**src/rtl/timer_counter.sv**
```systemverilog
// 64-bit up-counter with power-of-two prescaler, debug halt and byte-strobed writes.
// Optional wrap-detect pulse on ovf_pulse when TIMER_CNT_OVF_EN is defined.
module timer_counter #(
    parameter int DIV_MAX = 8,
    parameter int PRESC_W = 8
) (
    input  logic        clk,
    input  logic        rst_n,
    input  logic        timer_en,
    input  logic        div_en,
    input  logic [3:0]  div_val,
    input  logic        stop,
    input  logic        wr_dr0,
    input  logic        wr_dr1,
    input  logic [31:0] wdata,
    input  logic [3:0]  pstrb,
    output logic [63:0] count,
    output logic        cnt_tick,
    output logic        ovf_pulse
);
    localparam logic [3:0] DIV_MAX_L = 4'(DIV_MAX);

    logic [63:0]        count_reg, count_next;
    logic [PRESC_W-1:0] presc_reg, presc_next;
    logic [3:0]         div_val_q;
    logic               cnt_tick_reg;

    logic [3:0]         eff_k;
    logic [PRESC_W-1:0] presc_top;
    logic               active, div_chg, wr_any, use_presc, inc_fire, inc;
    logic [31:0]        lo_wr, hi_wr;

    always_comb begin
        eff_k     = (div_val > DIV_MAX_L) ? DIV_MAX_L : div_val;
        // Terminal prescaler value 2^k-1 without a wider intermediate.
        presc_top = ~({PRESC_W{1'b1}} << eff_k);
        use_presc = div_en && (eff_k != 4'd0);
        active    = timer_en && !stop;
        div_chg   = (div_val != div_val_q);
        wr_any    = wr_dr0 || wr_dr1;
        inc_fire  = active && (!use_presc || (presc_reg == presc_top));
        inc       = inc_fire && !div_chg && !wr_any;
    end

    always_comb begin
        presc_next = presc_reg;
        if (!timer_en || !use_presc || div_chg) begin
            presc_next = '0;
        end else if (!stop) begin
            presc_next = (presc_reg == presc_top) ? '0 : presc_reg + 1'b1;
        end
    end

    genvar gi;
    generate
        for (gi = 0; gi < 4; gi++) begin : g_lane
            assign lo_wr[8*gi +: 8] = (wr_dr0 && pstrb[gi]) ? wdata[8*gi +: 8]
                                                            : count_reg[8*gi +: 8];
            assign hi_wr[8*gi +: 8] = (wr_dr1 && pstrb[gi]) ? wdata[8*gi +: 8]
                                                            : count_reg[32 + 8*gi +: 8];
        end
    endgenerate

    // A software write wins over the increment for the full 64 bits.
    always_comb begin
        count_next = count_reg;
        if (wr_any) begin
            count_next = {hi_wr, lo_wr};
        end else if (inc) begin
            count_next = count_reg + 64'd1;
        end
    end

    always_ff @(posedge clk or negedge rst_n) begin
        if (!rst_n) begin
            count_reg    <= '0;
            presc_reg    <= '0;
            div_val_q    <= '0;
            cnt_tick_reg <= 1'b0;
        end else begin
            count_reg    <= count_next;
            presc_reg    <= presc_next;
            div_val_q    <= div_val;
            cnt_tick_reg <= inc;
        end
    end

`ifdef TIMER_CNT_OVF_EN
    logic ovf_reg;

    always_ff @(posedge clk or negedge rst_n) begin
        if (!rst_n) begin
            ovf_reg <= 1'b0;
        end else begin
            ovf_reg <= inc && (&count_reg);
        end
    end

    assign ovf_pulse = ovf_reg;
`else
    assign ovf_pulse = 1'b0;
`endif

    assign count    = count_reg;
    assign cnt_tick = cnt_tick_reg;

endmodule

```
**config.mk**
```make
export PLATFORM = sky130hd
export DESIGN_NAME = timer_counter
export DESIGN_NICKNAME = d
export VERILOG_FILES = /design/src/rtl/timer_counter.sv
export SDC_FILE = /design/constraint.sdc
export NUM_CORES = 1
export LEC_CHECK = 0
export ABC_CLOCK_PERIOD_IN_PS = 4600
export BUFFER_PORTS_ARGS = -buffer_cell sky130_fd_sc_hd__buf_4
export CORE_MARGIN = 1
export CORE_UTILIZATION = 39
export CTS_CLUSTER_SIZE = 12
export DETAILED_ROUTE_END_ITERATION = 16
export SLEW_MARGIN = 0
export SYNTH_ARGS = -nofsm -noshare
export SYNTH_HDL_FRONTEND = slang
export SYNTH_SLANG_ARGS = --single-unit
```
**constraint.sdc**
```tcl
create_clock -name clk -period 4.6 [get_ports clk]
set_clock_uncertainty 0.2 [all_clocks]
set_input_delay 0.46 -clock clk [delete_from_list [all_inputs] [get_ports clk]]
set_output_delay 0.46 -clock clk [all_outputs]
set_load 0.01 [all_outputs]
```
Yosys cells after proc, flatten, opt, wreduce, memory -nomap -nowiden
Index checks and enable logic that the tools add are counted.
- input port bits: 47
- word-level logic and storage cells: 73
- bits in registers: 77
- output and inout bits: 66
- bitwise operators: 1
- reduce and logical (&&, ||, !) cells: 32
- equal/unequal tests: 11
- $add $sub $neg: 2
- shift-type cells: 1
- magnitude comparators: 1
- muxes and demuxes: 14
- operators with widths (operator ; count):
    $mux 64 ; 2
    $mux 8 ; 11
    $add 64x1->64 const B ; 1
    $ne 2x1->1 const B ; 9
    $reduce_and 2->1 ; 8
    $logic_and 1x1->1 ; 13
    $add 8x1->8 const B ; 1
    $eq 8x8->1 ; 1
    $not 8->8 ; 1
    $shl 8x4->8 const A ; 1
    $logic_not 1->1 ; 5
    $gt 4x4->1 const B ; 1
    $logic_or 1x1->1 ; 4
    $mux 4 ; 1
    $ne 4x4->1 ; 1
    $reduce_bool 4->1 ; 1
    $reduce_bool 2->1 ; 1

Depth between registers and ports, before layout
Gate-level depths: netlist (run 1).
- depth after elaboration: 11
- gate-level depth with buffers: 9
- gate-level depth less buffers: 7

Worst setup path before layout (run 1)
OpenSTA, ideal clock, no wires.
- path kind: input -> register
- start point: input div_val[0]
- end point: register count_reg[22], in the netlist count[22]
- data arrival time: 2.383 ns
- cell stages on the path: 8
- buffers on the path: 2
- data required time: 4.278 ns
- setup slack: 1.896 ns
- cell sequence: buf_2 -> or4_1 -> o21bai_1 -> o311a_1 -> a31oi_1 -> buf_2 -> or3_1 -> a32o_1
- word-level cells in the longest chain between the ends: 11
- elaborated cells between the ends (all ways): 16
- those cells by class: 1 x order compare; 2 x eq/ne; 1 x shift; 1 x mux; 1 x bitwise; 10 x reduce/logical
- ends and longest elaborated chain (what ; line ; RTL):
    start: declaration ; 11 ; input logic [3:0] div_val,
    $gt 4x4->1 ; 34 ; eff_k = (div_val > DIV_MAX_L) ? DIV_MAX_L : div_val;
    $mux 4 ; 34 ;
    $shl 8x4->8 / $reduce_bool 4->1 (equally long branches) ; 36, 37 ;
    $not 8->8 / $logic_and 1x1->1 (equally long branches) ; 36, 37 ;
    $eq 8x8->1 / $logic_not 1->1 (equally long branches) ; 41 ; inc_fire = active && (!use_presc || (presc_reg == presc_top));
    $logic_or 1x1->1 ; 41 ;
    $logic_and 1x1->1 ; 41 ;
    $logic_and 1x1->1 (*) (2 in series) ; 42 ; inc = inc_fire && !div_chg && !wr_any;
    $reduce_bool 2->1 (no source line) (*) ; -- ;
    $reduce_and 2->1 (no source line) (*) ; -- ;
    end signal: assignment ; 81 ; count_reg <= count_next;
    end: declaration ; 23 ; logic [63:0] count_reg, count_next;
Mark *: on every way between the ends. The rest lies on a longest branch, timed or not.
A chain may end at the register's enable or synchronous reset.

Final worst setup path (run 1)
- start point: register count_reg[18], in the netlist count[18]
- end point: register count_reg[43], in the netlist count[43]
- word-level cells in the longest chain between the ends: 3
- ends and longest elaborated chain (what ; line ; RTL):
    $add 64x1->64 ; 70 ; count_next = count_reg + 64'd1;
    $mux 64 ; 69 ; end else if (inc) begin
    $mux 64 ; 67 ; if (wr_any) begin
Every way passes these cells. The select of a mux whose other input is x is not followed.

==> out/qor.csv, run 1 <==
metric,value,unit
status,"finished, final reports clean",
numCtsBuffers,9,
nFillCells,1435,
setup_ws,1420,ps
clock_path_buffers,2,
grt-ovfl-total,0,
antenna_cells,0,
power_frac_comb,0.267,
yosysMostFrequentCell,dfrtp_1,
place_inst,924,
synth-compound-area-share,0.331,
synthCells,680,
vias,6183,
period_minus_slack,3180,ps
num_rows,43,
p_sw_frac,0.341,
start_util,0.401,
die_area,0.0148,mm2
vias_per_cell,6.58,
cts_resized,0,
largest_reg_flops,64,
grt_start_max_net_pins,82,
place_area,0.00650,mm2
setup_viol,0,
instances_no_fill,939,
die_h,122,um
maxSlewViolCount,0,
hold_class,primary input to flop,
crit_path_end_kind,flop,
synth_common_cells,"dfrtp_1 (77), nand2_1 (61), nor2_1 (58), clkbuf_1 (41)",
place.gp.congestion,0.880,
wirelength,19600,um
seq_area_frac_synth,0.345,
wire_per_inst,20.8,um
powerDensity,318,mW/mm2
max_stage_delay,750,ps
root_buffer,clkbuf_16,
clkPwrFrac,0.307,
syn_avg_cell_area,8.21,um2
syn2layout_area_growth,21.1,%
place_ws,1310,ps
tightest_slew,1060,ps
fp.dieW,122,um
cp_slowest_cell,nor4_4,
period_share,0.690,
dpl.hpwl,13600,um
fmax,315,MHz
drt_first_pass_iters,5,
tns,0,ps
synthArstFlopShare,1.00,
critical_path.top_delay_family,simple AND/OR/NAND/NOR gates,
synth_top_area_cell,dfrtp_1,
critPathMaxFanout,9,
synth_top_family_by_area,compound AO/OA/AOI/OAI gates,
fin_area,0.00676,mm2
muxShareOfSynthArea,0.00403,
multiInputGateArea,0.00343,mm2
antenna_found_initial,0,
switching_power,733,uW
worst_path_most_repeated_cell,or3_1,
synth_seq_cells,77,
critPathBufInv,0,
cts_hold_buf,0,
grt_pass1_wl,31100,um
slew-limit-headroom,0.296,
regArea,0.00193,mm2
path_class,flop to flop,
p_leak,2.62,nW
synth_warnings,0,
grt_pass1_vias,5676,
synth_area_leaders,"dfrtp_1 (35%), a211oi_1 (4.3%), nand2_1 (4.1%), nor2_1 (3.9%), a21oi_1 (3.4%)",
finalHoldViolCount,0,
synth_edf_count,0,
irDropWorstVdd,0.000167,V
num-nets-final,804,
drtIter0Drc,645,
finish.utilization,0.485,
synth_xor_area_frac,0.00628,
design.core.area,0.0139,mm2
p_int,1.41,mW
ys_types,73,
htreeDepth,3,
drc_errors,0,
clock-sinks,77,
synthAdderAreaFrac,0.00448,
startpoint_type,flop,
p_seq_frac,0.426,
syn_area,0.00558,mm2
clock_latency,350,ps
gr-usage-all-layers,0.267,
synthFlopType,dfrtp_1,
required,4630,ps
cts_tree,done,
synthSimpleGateAreaFrac,0.263,
rsz0062_at_grt,no,
post_cts.repair.setup_buffers,0,
clk_pin_slew,60,ps
antenna_left,0,
worstPathArrival,3210,ps
port_buffers,111,
synth_nets,729,
busiest_layer,met2,
met1_usage,0.385,
path_cells,"nand4_1, or3_1, nor4_4, a21oi_1, or3_1, a32o_1",
layout-drive-gt1-share,0.207,
maxCapViolCount,0,
yosysTopAreaCellShare,0.345,
grtUsageMet3,0.0332,
grt_use_met2,0.408,
ios,113,
-- cell usage in the layout, fill, tap and decap left out, drive strengths merged, types with 6 or more instances in the layout --
master / n
nor3: 22
dfrtp: 77
a22oi: 7
o211ai: 10
o31ai: 8
o22ai: 11
a31o: 7
a211o: 10
o32a: 10
nand2: 61
nand4: 18
a32o: 8
nor2: 60
buf: 117
clkbuf: 13
a41oi: 6
or3: 10
nand3: 28
inv: 9
and2: 14
a31oi: 23
a21oi: 38
a211oi: 32
and3: 22
o21ai: 40
nor4: 7
and4: 9
a311oi: 11
or4: 7
-- through the flow --
step / hold WS, ps / power (mW)
finish: 113 / 2.15
global route: 115 / 2.26
CTS: 102 / 2.15
detailed placement: 364 / 1.49
global placement: 358 / 1.48
floorplan: -35.6 / 1.20
-- cell families (layout without fill, tap and decap cells) --
kind of cell    Yosys count  in the layout
compound gates          259            259
xor+xnor                  4              4
fa+ha+maj                 2              2
buf+inv                  62            141
flops                    77             77
mux                       2              2
other cells               1              1
simple gates            273            273
-- per-layer routing --
layer  up-vias  part of all wire
met4         0             0.017
met5         -                 0
met1      3056              0.46
met2       277              0.46
li1       2828                 -
met3        22             0.070
-- path summary, 6_finish.rpt --
kind                            start           end  slack [ps]  depth (start not counted)
setup / recovery            count[18]     count[43]        1420                          6
max in group asynchronous       rst_n     count[23]        3430                          1
min in group asynchronous       rst_n      count[9]         120                          1
hold / removal             div_val[0]  div_val_q[0]         110                          1
setup reg to reg            count[18]     count[43]        1420                          6
hold reg to reg             count[32]     count[32]         390                          1
-- power by group through the flow --
| stage | combinational, mW | sequential, mW | clock (mW) |
|---|---|---|---|
| floorplan | 0.276 | 0.924 | 0 |
| global placement | 0.563 | 0.920 | 0 |
| detailed placement | 0.570 | 0.923 | 0 |
| CTS | 0.572 | 0.911 | 0.671 |
| global route | 0.625 | 0.932 | 0.699 |
| finish | 0.573 | 0.915 | 0.660 |
-- cell type report --
type	count	share of cell area
clock buffers	13	0.0370
clock inverters	2	0.00148
inverters	9	0.00500
multi-input cells	541	0.507
flip-flops and latches	77	0.285
well taps	180	0.0333
repair buffers	117	0.132
No activity file was read; power rests on OpenSTA's default activity.
==> inputs of run 2 (changes only) <==
ABC_CLOCK_PERIOD_IN_PS = 2700   (was 4600)
clock period = 2.7 ns   (was 4.6 ns; I/O delays follow)
==> run 2 against run 1 <==
Against the previous run:
- clock power up 98%
- flip-flop and latch count unchanged
- critical endpoint is now count[63]
- register-to-register slack worse by 1300 ps
- die area unchanged
- global-route usage up 2.6 points
- sequential power up 58%
- highest routed layer unchanged
- clock-buffer cell count unchanged
- design area up 13%
- power up 90%
==> out/qor.csv, run 2 (synthesis gave the netlist of run 1 again) <==
metric,value,unit
status,"finished, final reports clean",
grt_start_max_net_pins,82,
nFillCells,1334,
cts_tree,done,
die_h,122,um
drt_first_pass_iters,5,
path_class,flop to flop,
vias_per_cell,6.40,
antenna_cells,0,
gr-usage-all-layers,0.294,
wl_met2,10100,um
wire_per_inst,21.0,um
clkPwrFrac,0.322,
drc_errors,0,
fin_area,0.00766,mm2
dpl.hpwl,15200,um
maxUsedRoutingLayer,met4,
wl_met1,9730,um
tns,0,ps
slew-limit-headroom,0.627,
period_share,0.965,
root_buffer,clkbuf_16,
grt_pass1_wl,33600,um
antenna_found_initial,0,
wirelength,21700,um
multiInputGateArea,0.00347,mm2
place_area,0.00724,mm2
layout-drive-gt1-share,0.303,
die_area,0.0148,mm2
total_power,4.07,mW
port_buffers,111,
wl_met3,1450,um
numCtsBuffers,9,
startpoint_type,flop,
finish.utilization,0.549,
hold_class,primary input to flop,
ios,113,
regArea,0.00193,mm2
grt-ovfl-total,0,
p_seq_frac,0.357,
fp.dieW,122,um
rsz0062_at_grt,no,
p_sw_frac,0.331,
fin_hold_ws,11.2,ps
setup_viol,0,
htreeDepth,3,
irDropWorstVdd,0.000278,V
clock-sinks,77,
most-common-layout-cells,"buf_4 (202), dfrtp_1 (77), nand2_1 (61), nor2_1 (57)",
layout_commonest_cell,buf_4,
clock_latency,350,ps
grt_pass1_vias,6287,
antenna_left,0,
num_rows,43,
clk_pin_slew,60,ps
largest_reg_flops,64,
switching_power,1.35,mW
critPathMaxFanout,9,
period_minus_slack,2610,ps
start_util,0.401,
power_frac_comb,0.321,
drtIter0Drc,667,
p_int,2.72,mW
powerDensity,532,mW/mm2
worstPathArrival,2690,ps
design.core.area,0.0139,mm2
tightest_slew,560,ps
vias,6631,
crit_path_end_kind,flop,
maxCapViolCount,0,
syn2layout_area_growth,37.1,%
num-nets-final,900,
fmax,384,MHz
clock_path_buffers,2,
place.gp.congestion,0.898,
required,2790,ps
p_leak,3.16,nW
maxSlewViolCount,0,
finalHoldViolCount,0,
[run 2: changes by cell type in the layout (fill, tap and decap cells not counted), moves of 2 or more]
| cell | change |
|---|---|
| dlygate4sd3_1 | +2 |
| buf_4 | +86 |
| clkbuf_1 | -2 |
| buf_12 | +6 |
| clkbuf_8 | +2 |
[run 2: cell type report]
type / instances / area share
Tap cell: 180 / 0.0294
Timing Repair Buffer: 212 / 0.220
Sequential cell: 77 / 0.252
Multi-Input combinational cell: 542 / 0.453
Clock inverter: 3 / 0.00556
Clock buffer: 13 / 0.0353
Inverter: 9 / 0.00441
[run 2: final timing paths]
check	start	to	slack, ps	cells after the start
setup / recovery	count[20]	count[63]	90	7
hold / removal	div_val[0]	div_val_q[0]	10	2
setup reg to reg	count[20]	count[63]	90	7
hold reg to reg	count[56]	count[56]	390	1
max in group asynchronous	rst_n	count[63]	1460	3
min in group asynchronous	rst_n	count[40]	210	2
[run 2: critical path, cell delays in order (launching register included)]
cell,delay (ps)
dfrtp_1,390
nand4_1,250
or4b_4,680
nor4_4,350
buf_12,170
nand4_1,90
a221o_1,330
nand2_1,80
[run 2: power by group through the flow]
stage / Sequential [mW] / Combinational [mW] / Clock, mW
global route: 1.47 / 1.41 / 1.36
CTS: 1.45 / 1.29 / 1.32
finish: 1.45 / 1.31 / 1.31
detailed placement: 1.47 / 1.28 / 0
floorplan: 1.57 / 0.470 / 0
global placement: 1.46 / 1.26 / 0
[run 2: layer usage]
| layer | GRT usage | vias to the layer above |
|---|---|---|
| met4 | 0.127 | 0 |
| met3 | 0.0407 | 42 |
| met5 | 0 | - |
| met2 | 0.467 | 336 |
| met1 | 0.398 | 3229 |
| li1 | - | 3024 |
[run 2: timing repair]
action,4_1_cts,5_1_grt
gates cloned,0,1
gates resized for setup,1,6
hold buffers,2,0
endpoints found under the setup margin,28,19
buffers inserted,0,5
endpoints found under the hold margin,31,0
pin swaps,0,7
[run 2: through the flow]
step / cells / setup WS [ps]
2_1_floorplan: 680 / 75.3
3_3_place_gp: 1012 / -49.2
3_5_place_dp: 1012 / -103
4_1_cts: 1030 / 27.2
5_1_grt: 1036 / 4.65
6_report: 1036 / 94.2
